## src/rtl/sram_stream_reader.sv

```systemverilog
// Streams LEN consecutive SRAM words (base wraps modulo RAM_DEPTH) as a valid/ready stream with LAST.
// Define SRAM_STREAM_PERF_EN to add stall_cnt (busy cycles with m_valid & !m_ready).
module sram_stream_reader #(
  parameter int DATA_WIDTH = 8,
  parameter int ADDR_WIDTH = 6,
  parameter int FIFO_DEPTH = 4
) (
  input  logic                  clk0,
  input  logic                  rst0,
  input  logic                  start,
  input  logic [ADDR_WIDTH-1:0] base_addr,
  input  logic [ADDR_WIDTH:0]   len,
  output logic                  busy,
  output logic                  done,
  output logic                  mem_csb0,
  output logic                  mem_web0,
  output logic [ADDR_WIDTH-1:0] mem_addr0,
  input  logic [DATA_WIDTH-1:0] mem_dout0,
  output logic                  m_valid,
  input  logic                  m_ready,
  output logic [DATA_WIDTH-1:0] m_data,
  output logic                  m_last
`ifdef SRAM_STREAM_PERF_EN
  ,
  output logic [15:0]           stall_cnt
`endif
);

  localparam int PTR_W = (FIFO_DEPTH > 1) ? $clog2(FIFO_DEPTH) : 1;
  localparam int CNT_W = PTR_W + 1;

  localparam logic [1:0] S_IDLE  = 2'd0;
  localparam logic [1:0] S_ISSUE = 2'd1;
  localparam logic [1:0] S_DRAIN = 2'd2;
  localparam logic [1:0] S_DONE  = 2'd3;

  localparam logic [ADDR_WIDTH:0]   LEN_ONE  = 1;
  localparam logic [ADDR_WIDTH-1:0] ADDR_ONE = 1;
  localparam logic [PTR_W-1:0]      PTR_ONE  = 1;
  localparam logic [CNT_W-1:0]      CNT_ONE  = 1;
  localparam logic [CNT_W:0]        DEPTH_W  = (CNT_W+1)'(FIFO_DEPTH);

  logic [1:0]            state_q, state_d;
  logic [ADDR_WIDTH:0]   len_q, len_d;
  logic [ADDR_WIDTH:0]   issue_cnt_q, issue_cnt_d;
  logic [ADDR_WIDTH:0]   accept_cnt_q, accept_cnt_d;
  logic [ADDR_WIDTH-1:0] addr_q, addr_d;
  logic                  csb_q, csb_d;
  logic                  inflight_q, inflight_d;
  logic [PTR_W-1:0]      wr_ptr_q, wr_ptr_d;
  logic [PTR_W-1:0]      rd_ptr_q, rd_ptr_d;
  logic [CNT_W-1:0]      count_q, count_d;
  logic [DATA_WIDTH-1:0] fifo_q [FIFO_DEPTH];
  logic [DATA_WIDTH-1:0] fifo_d [FIFO_DEPTH];

  logic            start_ok, issue, push, pop, last_pop;
  logic [CNT_W:0]  pending;

  assign m_valid   = (count_q != '0);
  assign m_data    = m_valid ? fifo_q[rd_ptr_q] : '0;
  assign m_last    = m_valid && (accept_cnt_q == len_q - LEN_ONE);
  assign busy      = (state_q == S_ISSUE) || (state_q == S_DRAIN);
  assign done      = (state_q == S_DONE);
  assign mem_csb0  = csb_q;
  assign mem_web0  = 1'b1;
  assign mem_addr0 = addr_q;

  // Outstanding words = FIFO contents + read being captured + read on the SRAM pins.
  always_comb begin
    start_ok = start && ((state_q == S_IDLE) || (state_q == S_DONE));
    pending  = {1'b0, count_q} + {{CNT_W{1'b0}}, inflight_q} + {{CNT_W{1'b0}}, ~csb_q};
    issue    = (state_q == S_ISSUE) && (issue_cnt_q != len_q) && (pending < DEPTH_W);
    push     = inflight_q;
    pop      = m_valid && m_ready;
    last_pop = pop && (accept_cnt_q == len_q - LEN_ONE);
  end

  always_comb begin
    state_d      = state_q;
    len_d        = len_q;
    issue_cnt_d  = issue_cnt_q;
    accept_cnt_d = accept_cnt_q;
    addr_d       = addr_q;
    csb_d        = 1'b1;
    inflight_d   = ~csb_q;
    wr_ptr_d     = wr_ptr_q;
    rd_ptr_d     = rd_ptr_q;
    count_d      = count_q;
    fifo_d       = fifo_q;

    if (pop) begin
      accept_cnt_d = accept_cnt_q + LEN_ONE;
    end

    case (state_q)
      S_IDLE, S_DONE: begin
        if (state_q == S_DONE) begin
          state_d = S_IDLE;
        end
        if (start_ok) begin
          len_d        = len;
          accept_cnt_d = '0;
          if (len == '0) begin
            state_d = S_DONE;
          end else begin
            state_d     = S_ISSUE;
            csb_d       = 1'b0;
            addr_d      = base_addr;
            issue_cnt_d = LEN_ONE;
          end
        end
      end
      S_ISSUE: begin
        if (issue) begin
          csb_d       = 1'b0;
          addr_d      = addr_q + ADDR_ONE;
          issue_cnt_d = issue_cnt_q + LEN_ONE;
        end
        if (issue_cnt_d == len_q) begin
          state_d = S_DRAIN;
        end
      end
      S_DRAIN: begin
        if (last_pop) begin
          state_d = S_DONE;
        end
      end
      default: state_d = S_IDLE;
    endcase

    if (push) begin
      fifo_d[wr_ptr_q] = mem_dout0;
      wr_ptr_d         = wr_ptr_q + PTR_ONE;
    end
    if (pop) begin
      rd_ptr_d = rd_ptr_q + PTR_ONE;
    end
    case ({push, pop})
      2'b10:   count_d = count_q + CNT_ONE;
      2'b01:   count_d = count_q - CNT_ONE;
      default: count_d = count_q;
    endcase
  end

  always_ff @(posedge clk0 or posedge rst0) begin
    if (rst0) begin
      state_q      <= S_IDLE;
      len_q        <= '0;
      issue_cnt_q  <= '0;
      accept_cnt_q <= '0;
      addr_q       <= '0;
      csb_q        <= 1'b1;
      inflight_q   <= 1'b0;
      wr_ptr_q     <= '0;
      rd_ptr_q     <= '0;
      count_q      <= '0;
      for (int i = 0; i < FIFO_DEPTH; i++) begin
        fifo_q[i] <= '0;
      end
    end else begin
      state_q      <= state_d;
      len_q        <= len_d;
      issue_cnt_q  <= issue_cnt_d;
      accept_cnt_q <= accept_cnt_d;
      addr_q       <= addr_d;
      csb_q        <= csb_d;
      inflight_q   <= inflight_d;
      wr_ptr_q     <= wr_ptr_d;
      rd_ptr_q     <= rd_ptr_d;
      count_q      <= count_d;
      fifo_q       <= fifo_d;
    end
  end

`ifdef SRAM_STREAM_PERF_EN
  logic [15:0] stall_q, stall_d;

  assign stall_cnt = stall_q;

  always_comb begin
    stall_d = stall_q;
    if (start_ok) begin
      stall_d = '0;
    end else if (busy && m_valid && !m_ready && (stall_q != 16'hFFFF)) begin
      stall_d = stall_q + 16'd1;
    end
  end

  always_ff @(posedge clk0 or posedge rst0) begin
    if (rst0) begin
      stall_q <= '0;
    end else begin
      stall_q <= stall_d;
    end
  end
`endif

endmodule

```

## config.mk

```make
export PLATFORM = sky130hd
export DESIGN_NAME = sram_stream_reader
export DESIGN_NICKNAME = d
export VERILOG_FILES = /design/src/rtl/sram_stream_reader.sv
export SDC_FILE = /design/constraint.sdc
export NUM_CORES = 1
export LEC_CHECK = 0
export ABC_AREA = 0
export BUFFER_PORTS_ARGS = -buffer_cell sky130_fd_sc_hd__buf_4
export CAP_MARGIN = 5
export CORE_MARGIN = 8
export CORE_UTILIZATION = 30
export CTS_CLUSTER_SIZE = 10
export DETAILED_ROUTE_END_ITERATION = 8
export HOLD_SLACK_MARGIN = 0.1
export PLACE_DENSITY = 0.47
export SYNTH_ARGS = -nofsm -noshare
export SYNTH_HDL_FRONTEND = slang
export SYNTH_SLANG_ARGS = --single-unit
```

## constraint.sdc

```tcl
create_clock -name clk0 -period 7 [get_ports clk0]
set_input_delay 1.4 -clock clk0 [delete_from_list [all_inputs] [get_ports clk0]]
set_output_delay 1.4 -clock clk0 [all_outputs]
set_load 0.01 [all_outputs]
```

# Word level (Yosys, flattened, before mapping)
# Cells that the tools add are included.
# op_classes
reduce_logical	19
n_eq_ne	14
n_mux	30
div	0
addsub	10
n_bitwise	3
multipliers	0
n_shift	0
order_cmp	4
# op_table
op	count
two-way mux 7 bit	7
bitwise mux 32 bit	1
two-way mux 8 bit	4
two-way mux 6 bit	3
binary-select mux 8 bit (select 2 bit)	1
demux 8 bit (select 2 bit)	1
adder 7 x 1 -> 7 bit (second input constant)	2
== test 7 bit	2
one-hot mux 7 bit (2 select lines)	1
one-hot mux 6 bit (2 select lines)	1
two-way mux 2 bit	5
!= test 2 bit (second input constant)	4
logical AND 1 bit	7
logical NOT 7 bit	1
!= test 7 bit	1
subtractor 7 x 1 -> 7 bit (second input constant)	1
adder 6 x 1 -> 6 bit (second input constant)	1
== test 2 bit (second input constant)	3
>= comparator 3 bit (second input constant)	2
inverter 2 -> 3 bit	2
one-hot mux 2 bit (3 select lines)	1
one-hot mux 3 bit (2 select lines)	1
AND reduction 3 bit	2
adder 2 x 1 -> 2 bit (second input constant)	2
other kinds (19)	24
# totals
mem_count	0
out_inout_bits	20
ff_bits	70
latch_bits	0
elab_cells	94
ram_bits	0
romBits	0

# Logic depth before layout (Yosys ltp)
# Gate-level depths: netlist of run 1.
# logic_depth
word_depth	9
depth_mapped	11

# Worst setup path after synthesis of run 1
# Ideal clock, no wire load.
# synth_path
kind	register -> output
startpoint	register len_q[1]
endpoint	output m_last
n_path_buf	0
stages_incl_launch_ff	8
arrival_ns	1.611
path_slack_ns	3.989
cell_sequence	dfrtp_1 inv_1 ha_1 inv_1 o31ai_1 nand3b_1 a211o_1 nor2b_1
# synth_between
elab_chain_cells	3
# synth_lines
item	line	rtl
start: declaration	44	logic [ADDR_WIDTH:0] len_q, len_d;
start signal: assignment	162	len_q <= len_d;
subtractor 7 x 1 -> 7 bit	61	assign m_last = m_valid && (accept_cnt_q == len_q - LEN_ONE);
== test 7 bit	61	
logical AND 1 bit	61	
end: declaration	22	output logic m_last
# Every way passes these cells.

# Worst setup path in the final report of run 1
# Same ends and word-level chain as after synthesis.

==> flow_summary.ini, run 1 <==
[run_status]
status = finished, final reports clean

[pwr]
p_leak_nw = 2.006
peakVddDrop_mv = 0.1639
power_density_nw_per_um2 = 509.4

[sta]
worst_pin_slew_ns = 0.9107
tns_ns = 0
max_freq_ghz = 0.2702
setup_violations = 0
grt_setup_unrepaired = false
skew_ns = 0.006055
slew_headroom_pct = 39.29
min_period_ns = 3.701
hold_violations = 0
report.final.slew_viol_count = 0
fin_crit_sh_pct = 52.87

[cells_and_area]
drive_above_1_share_pct = 28.21
fin_cells = 569
syn_to_final_growth_pct = 21.47
num-nets-final = 431
diodes = 0

[routing]
vias = 2714
drt-pass1-iter-count = 5
detail_route.wl_per_cell_um = 15.25
via_per_inst = 4.770
ant_nets = 0
wl_um = 8675
drtIter0Drc = 112
drc = 0

[yosys]
synth_edf_count = 0
synth_area_leaders = dfrtp_1 45%, mux2_2 11%, mux4_2 4.7%
synth_commonest_cells = 69 x dfrtp_1, 37 x mux2_2, 29 x nand2_1, 18 x a21oi_1
yosysMostFrequentCell = dfrtp_1
syn-num-nets = 388
ys_warn_count = 0
synth_cell_type_count = 50
synth_ff_type = dfrtp_1
yosys.area.top_type = dfrtp_1
synth_area_sq_um = 3824
ys_seq_area_share_pct = 45.84
synth_seq_cells = 70
async_flop_share_pct = 100.0
synth_top_area_share_pct = 45.16
syn_avg_cell_area_sq_um = 10.96
syn-instance-count = 349

[flow_run]
drv_cap = 0

[floorplan]
fp.dieW_um = 128.9
row_count = 41
die_area_sq_um = 16610
core-area_sq_um = 12520
ioPinCount = 45
start_util_pct = 30.55
die_h_um = 128.9

[global_routing]
track_usage_pct = 11.06
grt_remaining_overflow = 0
grt_max_degree = 71
antenna_found_initial = 0
grt_pass1_wl_um = 14300
grt_pass1_vias = 2790

[placed_design]
port_buffers = 43
place.gp.congestion = 0.8400
place_hpwl_um = 6157
numPlacedInstances = 553

[setup_path]
critPathCaptureType = output port
crit_fanout = 6
reg2reg_slack_ns = 3.65
critPathArrivalTime_ns = 2.30
critical_path_class = register to output port
startpoint_type = register
worstPathRequired_ns = 5.60

[hold_path]
holdCritPathClass = register to register

[clock_tree]
cts.sinks = 70
cts_buffer_depth = 2
cts_buffers = 9
clock_latency_ns = 0.33
root_buffer = clkbuf_16
postCtsSetupBuffers = 0
cts_tree = yes
path_clk_slew_ns = 0.06
cts_resized = 0
htree_levels = 3
holdBufCountCts = 0
-- critical path, stage by stage (launching register included) --
cell and delay, ns:
dfrtp_1 0.44, inv_1 0.16, ha_1 0.29, inv_1 0.08, o31ai_1 0.25, nand3b_1 0.10, a211o_1 0.35, nor2b_1 0.16
buf_4 0.15
-- cell type report --
type	instances	area, sq um
flip-flops and latches	70	1753
clock buffers	11	242.7
multi-input cells	248	1947
repair buffers	45	337.8
fillers	1278	7873
well taps	172	215.2
inverters	18	67.56
clock inverters	5	81.33
-- path summary, 6_finish.rpt --
check,cells after the start,from,to
max,8,len_q[1],m_last
min reg2reg,1,mem_csb0,inflight_q
min,1,mem_csb0,inflight_q
max reg2reg,9,state_q[1],state_q[1]
min in group asynchronous,3,rst0,fifo_q[13]
max in group asynchronous,3,rst0,mem_addr0[3]
-- placed cells by master, fill, tap and decap left out, types with 3 or more instances in the layout --
| master | instances |
|---|---|
| nand3_1 | 11 |
| mux2_2 | 37 |
| a211oi_1 | 3 |
| or3_1 | 3 |
| a211o_1 | 3 |
| nor2_1 | 14 |
| ha_1 | 13 |
| nand4_1 | 3 |
| inv_1 | 16 |
| nand2_1 | 29 |
| clkbuf_16 | 9 |
| and2_1 | 9 |
| xnor2_1 | 14 |
| mux2i_1 | 4 |
| nor3_1 | 5 |
| buf_4 | 45 |
| o21ai_0 | 15 |
| dfrtp_1 | 69 |
| a21oi_1 | 18 |
| mux4_2 | 8 |
| xor2_1 | 17 |
| and3_1 | 4 |
| nand2b_1 | 5 |
| a31oi_1 | 6 |
-- per-stage QoR --
step	hold slack [ns]	area, sq um	total power [mW]	utilization [%]	worst slack [ns]
finish	0.4720	4644	2.366	37.11	3.299
detailed placement	0.4690	4320	1.896	34.52	3.652
CTS	0.4750	4644	2.403	37.11	3.291
floorplan	0.4465	3824	1.550	-	3.833
global route	0.4979	4644	2.551	37.11	3.045
global placement	0.4494	4320	1.885	34.52	3.714
-- registers in the layout, summed over array words and instances (netlist names), 2 cells and up --
signal / cells
mem_addr0: 6
fifo_q: 32
rd_ptr_q: 2
accept_cnt_q: 7
issue_cnt_q: 7
count_q: 3
len_q: 7
state_q: 2
wr_ptr_q: 2
-- power by group --
group	switching, mW	internal [mW]
logic	0.501	0.574
registers	0.197	0.600
clock network	0.173	0.322
total	0.870	1.50
-- routing by layer --
layer	vias to the layer above	track usage, %	wire length, um
li1	1328	-	-
met3	11	2.938	304
met2	35	17.52	4096
met4	0	4.561	153
met5	-	0	0
met1	1340	13.99	4121
-- kinds of logic after synthesis --
kind of cell / synth area share [%]
simple gates: 11.88
flops: 45.84
compound gates: 9.588
mux: 17.05
xor+xnor: 7.526
buf+inv: 3.239
fa+ha+maj: 4.778
other cells: 0.09807
No activity file was read; power rests on OpenSTA's default activity.
==> inputs of run 2 (changes only) <==
PLACE_DENSITY = 0.48   (was 0.47)
clock period = 3.2 ns   (was 7 ns; I/O delays follow)
==> flow_summary.ini, run 2 (same netlist as run 1, synthesis figures left out) <==
[clock_tree]
cts.sinks = 70
cts_resized = 0
clock_latency_ns = 0.33
postCtsSetupBuffers = 0
cts_tree = yes
cts_buffers = 9
htree_levels = 3
cts_buffer_depth = 2
root_buffer = clkbuf_16
path_clk_slew_ns = 0.06
holdBufCountCts = 0

[floorplan]
ioPinCount = 45
die_h_um = 128.9
start_util_pct = 30.55
core-area_sq_um = 12520
die_area_sq_um = 16610
fp.dieW_um = 128.9
row_count = 41

[cells_and_area]
drive_above_1_share_pct = 28.75
num-nets-final = 435
layout_commonest_cell = dfrtp_1
regMostFlops = fifo_q
diodes = 0
mostFrequentLayoutCells = 69 x dfrtp_1, 49 x buf_4, 37 x mux2_2, 29 x nand2_1, 18 x a21oi_1
syn_to_final_growth_pct = 22.25
largest_reg_flops = 32
fin_util_pct = 37.35

[sta]
grt_setup_unrepaired = false
slew_headroom_pct = 47.03
tns_ns = 0
max_freq_ghz = 0.3346
min_period_ns = 2.989
holdWs_ns = 0.3786
setup_violations = 0
fin_crit_sh_pct = 93.39
report.final.slew_viol_count = 0
hold_violations = 0
skew_ns = 0.004940
worst_pin_slew_ns = 0.7862

[setup_path]
startpoint_type = register
reg2reg_slack_ns = 0.21
worstPathRequired_ns = 2.56
rr_worst_depth = 9
critPathArrivalTime_ns = 2.35
critPathCaptureType = output port
crit_fanout = 6
critical_path_class = register to output port

[global_routing]
track_usage_pct = 11.45
antenna_found_initial = 0
grt_pass1_wl_um = 14780
grt_remaining_overflow = 0
grt_max_degree = 29
grt_pass1_vias = 2879

[pwr]
power_frac_clock_pct = 20.7
p_int_mw = 3.303
switching_share_pct = 36.65
p_comb_share_pct = 45.9
p_sw_mw = 1.911
p_leak_nw = 2.024
seqPwrFrac_pct = 33.4
peakVddDrop_mv = 0.2729
power_density_nw_per_um2 = 1115

[routing]
detail_route.wl_per_cell_um = 15.47
drtIter0Drc = 126
wl_um = 8850
drc = 0
ant_nets = 0
drt-pass1-iter-count = 5
via_per_inst = 4.778
vias = 2733

[run_status]
status = finished, final reports clean

[placed_design]
place.gp.congestion = 0.8309
port_buffers = 43
place_hpwl_um = 6385

[flow_run]
drv_cap = 0

[hold_path]
holdCritPathClass = input port to asynchronous set/reset pin
## run 2: changes by cell type in the layout (fill, tap and decap cells not counted), sizes merged
cell    delta
clkinv     -1
buf        +4
inv        -1
clkbuf     +1
## run 2: final cells by class
class | instances | area (sq um)
Tap cell | 172 | 215.2
Timing Repair Buffer | 49 | 367.9
Clock inverter | 3 | 67.56
Inverter | 18 | 67.56
Multi-Input combinational cell | 248 | 1947
Clock buffer | 12 | 256.5
Sequential cell | 70 | 1753
Fill cell | 1268 | 7843
## run 2: critical path, stage by stage, from the launching register on
cell and delay (ns):
dfrtp_1 0.44, inv_1 0.16, ha_1 0.29, nand2b_1 0.16
a21oi_1 0.07, a31oi_1 0.18, a21oi_1 0.09, a211o_1 0.30
nor2b_1 0.18, buf_4 0.15
## run 2: final timing paths
kind	start	endpoint
worst max register to register	mem_csb0	state_q[1]
min in group clk0	mem_csb0	inflight_q
worst min-delay path	rst0	fifo_q[12]
worst max-delay path	len_q[1]	m_last
max in group asynchronous	rst0	mem_csb0
worst min register to register	mem_csb0	inflight_q
## run 2: power groups by stage
stage / Combinational, mW / Clock [mW] / Sequential, mW
2_1_floorplan: 1.81 / 0 / 1.58
3_3_place_gp: 2.38 / 0 / 1.74
3_5_place_dp: 2.42 / 0 / 1.76
4_1_cts: 2.44 / 1.11 / 1.75
5_1_grt: 2.66 / 1.15 / 1.82
6_report: 2.39 / 1.08 / 1.74
## run 2: per-stage QoR
| step | instances | instance area (sq um) | setup WS [ns] | total power, mW |
|---|---|---|---|---|
| floorplan | 349 | 3824 | 0.3467 | 3.390 |
| global placement | 557 | 4350 | 0.3007 | 4.123 |
| detailed placement | 557 | 4350 | 0.2237 | 4.180 |
| CTS | 572 | 4674 | 0.1944 | 5.298 |
| global route | 572 | 4674 | 0.05773 | 5.625 |
| finish | 572 | 4674 | 0.2114 | 5.214 |
## run 2: routing by layer
metal  vias up  share of wire [%]  track usage (%)
met3        11                3.1            2.565
met5         -                  0                0
met2        30                 50            18.81
met1      1367                 45            14.13
met4         0                1.7            4.976
li1       1325                  -                -
==> inputs of run 3 (changes only) <==
CTS_BUF_LIST = sky130_fd_sc_hd__clkbuf_4   (was not set)
==> flow_summary.ini, run 3 (same netlist as run 1, synthesis figures left out) <==
[clock_tree]
postCtsSetupBuffers = 0
path_clk_slew_ns = 0.11
clock_latency_ns = 0.41
cts_tree = yes
cts_buffer_depth = 2
root_buffer = clkbuf_4
cts_buffers = 9
cts.sinks = 70
htree_levels = 3

[cells_and_area]
regMostFlops = fifo_q
fin_util_pct = 36.01
nFillCells = 1291
mostFrequentLayoutCells = 68 x dfrtp_1, 49 x buf_4, 37 x mux2_2, 29 x nand2_1, 18 x a21oi_1
largest_reg_flops = 32
fin_cells = 573
num-nets-final = 435
layout_commonest_cell = dfrtp_1
syn_to_final_growth_pct = 17.87
final_area_sq_um = 4507
drive_above_1_share_pct = 29.00

[placed_design]
pre_cts_ws_ns = 0.2237
place_hpwl_um = 6385
port_buffers = 43
place.gp.congestion = 0.8309
dpl_cell_area_sq_um = 4350
numPlacedInstances = 557

[floorplan]
core-area_sq_um = 12520
ioPinCount = 45
fp.dieW_um = 128.9
die_area_sq_um = 16610
row_count = 41
start_util_pct = 30.55
die_h_um = 128.9

[sta]
skew_ns = 0.009670
fin_crit_sh_pct = 94.35
post-route-worst-setup-slack_ns = 0.1809
grt_setup_unrepaired = false
slew_headroom_pct = 46.64
setup_violations = 0
worst_pin_slew_ns = 0.7920
min_period_ns = 3.019
max_freq_ghz = 0.3312
tns_ns = 0
report.final.slew_viol_count = 0
hold_violations = 0
holdWs_ns = 0.2853

[setup_path]
crit_fanout = 6
r2r-end = state_q[1]
critPathCaptureType = output port
rr_worst_depth = 9
critPathArrivalTime_ns = 2.38
r2r_start = mem_csb0
critical_path_class = register to output port
reg2reg_slack_ns = 0.21
startpoint_type = register
worstPathRequired_ns = 2.56

[global_routing]
grt_max_degree = 29
track_usage_pct = 11.34
grt_remaining_overflow = 0
grt_pass1_vias = 2862
antenna_found_initial = 1
grt_pass1_wl_um = 14620

[pwr]
power_frac_clock_pct = 13.1
switching_share_pct = 39.00
p_sw_mw = 1.852
p_int_mw = 2.897
peakVddDrop_mv = 0.2633
seqPwrFrac_pct = 36.5
p_leak_nw = 1.944
p_comb_share_pct = 50.3
power_density_nw_per_um2 = 1054
finalPower_mw = 4.750

[hold_path]
holdCritPathClass = input port to asynchronous set/reset pin

[run_status]
status = finished, final reports clean

[routing]
detail_route.wl_per_cell_um = 15.32
drc = 0
via_per_inst = 4.749
wl_um = 8778
ant_nets = 0
drt-pass1-iter-count = 4
vias = 2721
drtIter0Drc = 115

[flow_run]
drv_cap = 0
==> run 3: changes by cell type in the layout (fill, tap and decap cells not counted), sizes merged <==
cell,previous run,this run
diode,0,1
clkbuf,12,10
clkinv,1,3
==> run 3: critical path: stages (launching register included) <==
cell	delay, ns
dfrtp_2	0.46
inv_1	0.15
ha_2	0.26
nand2b_1	0.14
a21oi_1	0.07
a31oi_1	0.17
a21oi_1	0.09
a211o_1	0.30
nor2b_1	0.18
buf_4	0.15
==> run 3: timing repair <==
action | 4_1_cts | 5_1_grt
resized for setup | 0 | 2
setup endpoints to repair | 0 | 1
hold buffers | 0 | 0
==> run 3: area by class of cell <==
cell class	instances	area, sq um	area share (%)
Clock inverter	5	75.07	1.666
Multi-Input combinational cell	248	1949	43.25
Clock buffer	10	75.07	1.666
Tap cell	172	215.2	4.775
Timing Repair Buffer	49	367.9	8.162
Inverter	18	67.56	1.499
Antenna cell	1	2.502	0.05552
Sequential cell	70	1754	38.92
==> run 3: worst max-delay path by stage <==
| stage | start | to | cells past startpoint |
|---|---|---|---|
| 4_1_cts | len_q[1] | m_last | 9 |
| 3_3_place_gp | mem_csb0 | state_q[1] | 9 |
| 2_1_floorplan | mem_csb0 | state_q[1] | 9 |
| 5_1_grt | len_q[1] | m_last | 9 |
| 6_report | len_q[1] | m_last | 9 |
| 3_5_place_dp | mem_csb0 | state_q[1] | 9 |
==> run 3: power groups by stage <==
stage                     sequential (mW)  clock (mW)  combinational (mW)
after global routing                 1.81       0.689                2.66
final                                1.73       0.624                2.39
after detailed placement             1.76           0                2.42
after CTS                            1.74       0.658                2.44
after floorplan                      1.58           0                1.81
after global placement               1.74           0                2.38
==> run 3: routing by layer <==
metal | vias to the layer above | share of wire [%] | global-route usage, %
met5 | - | 0 | 0
met4 | 0 | 2.1 | 6.220
met3 | 11 | 3.1 | 1.820
met2 | 41 | 50 | 18.41
met1 | 1341 | 45 | 14.14
li1 | 1328 | - | -
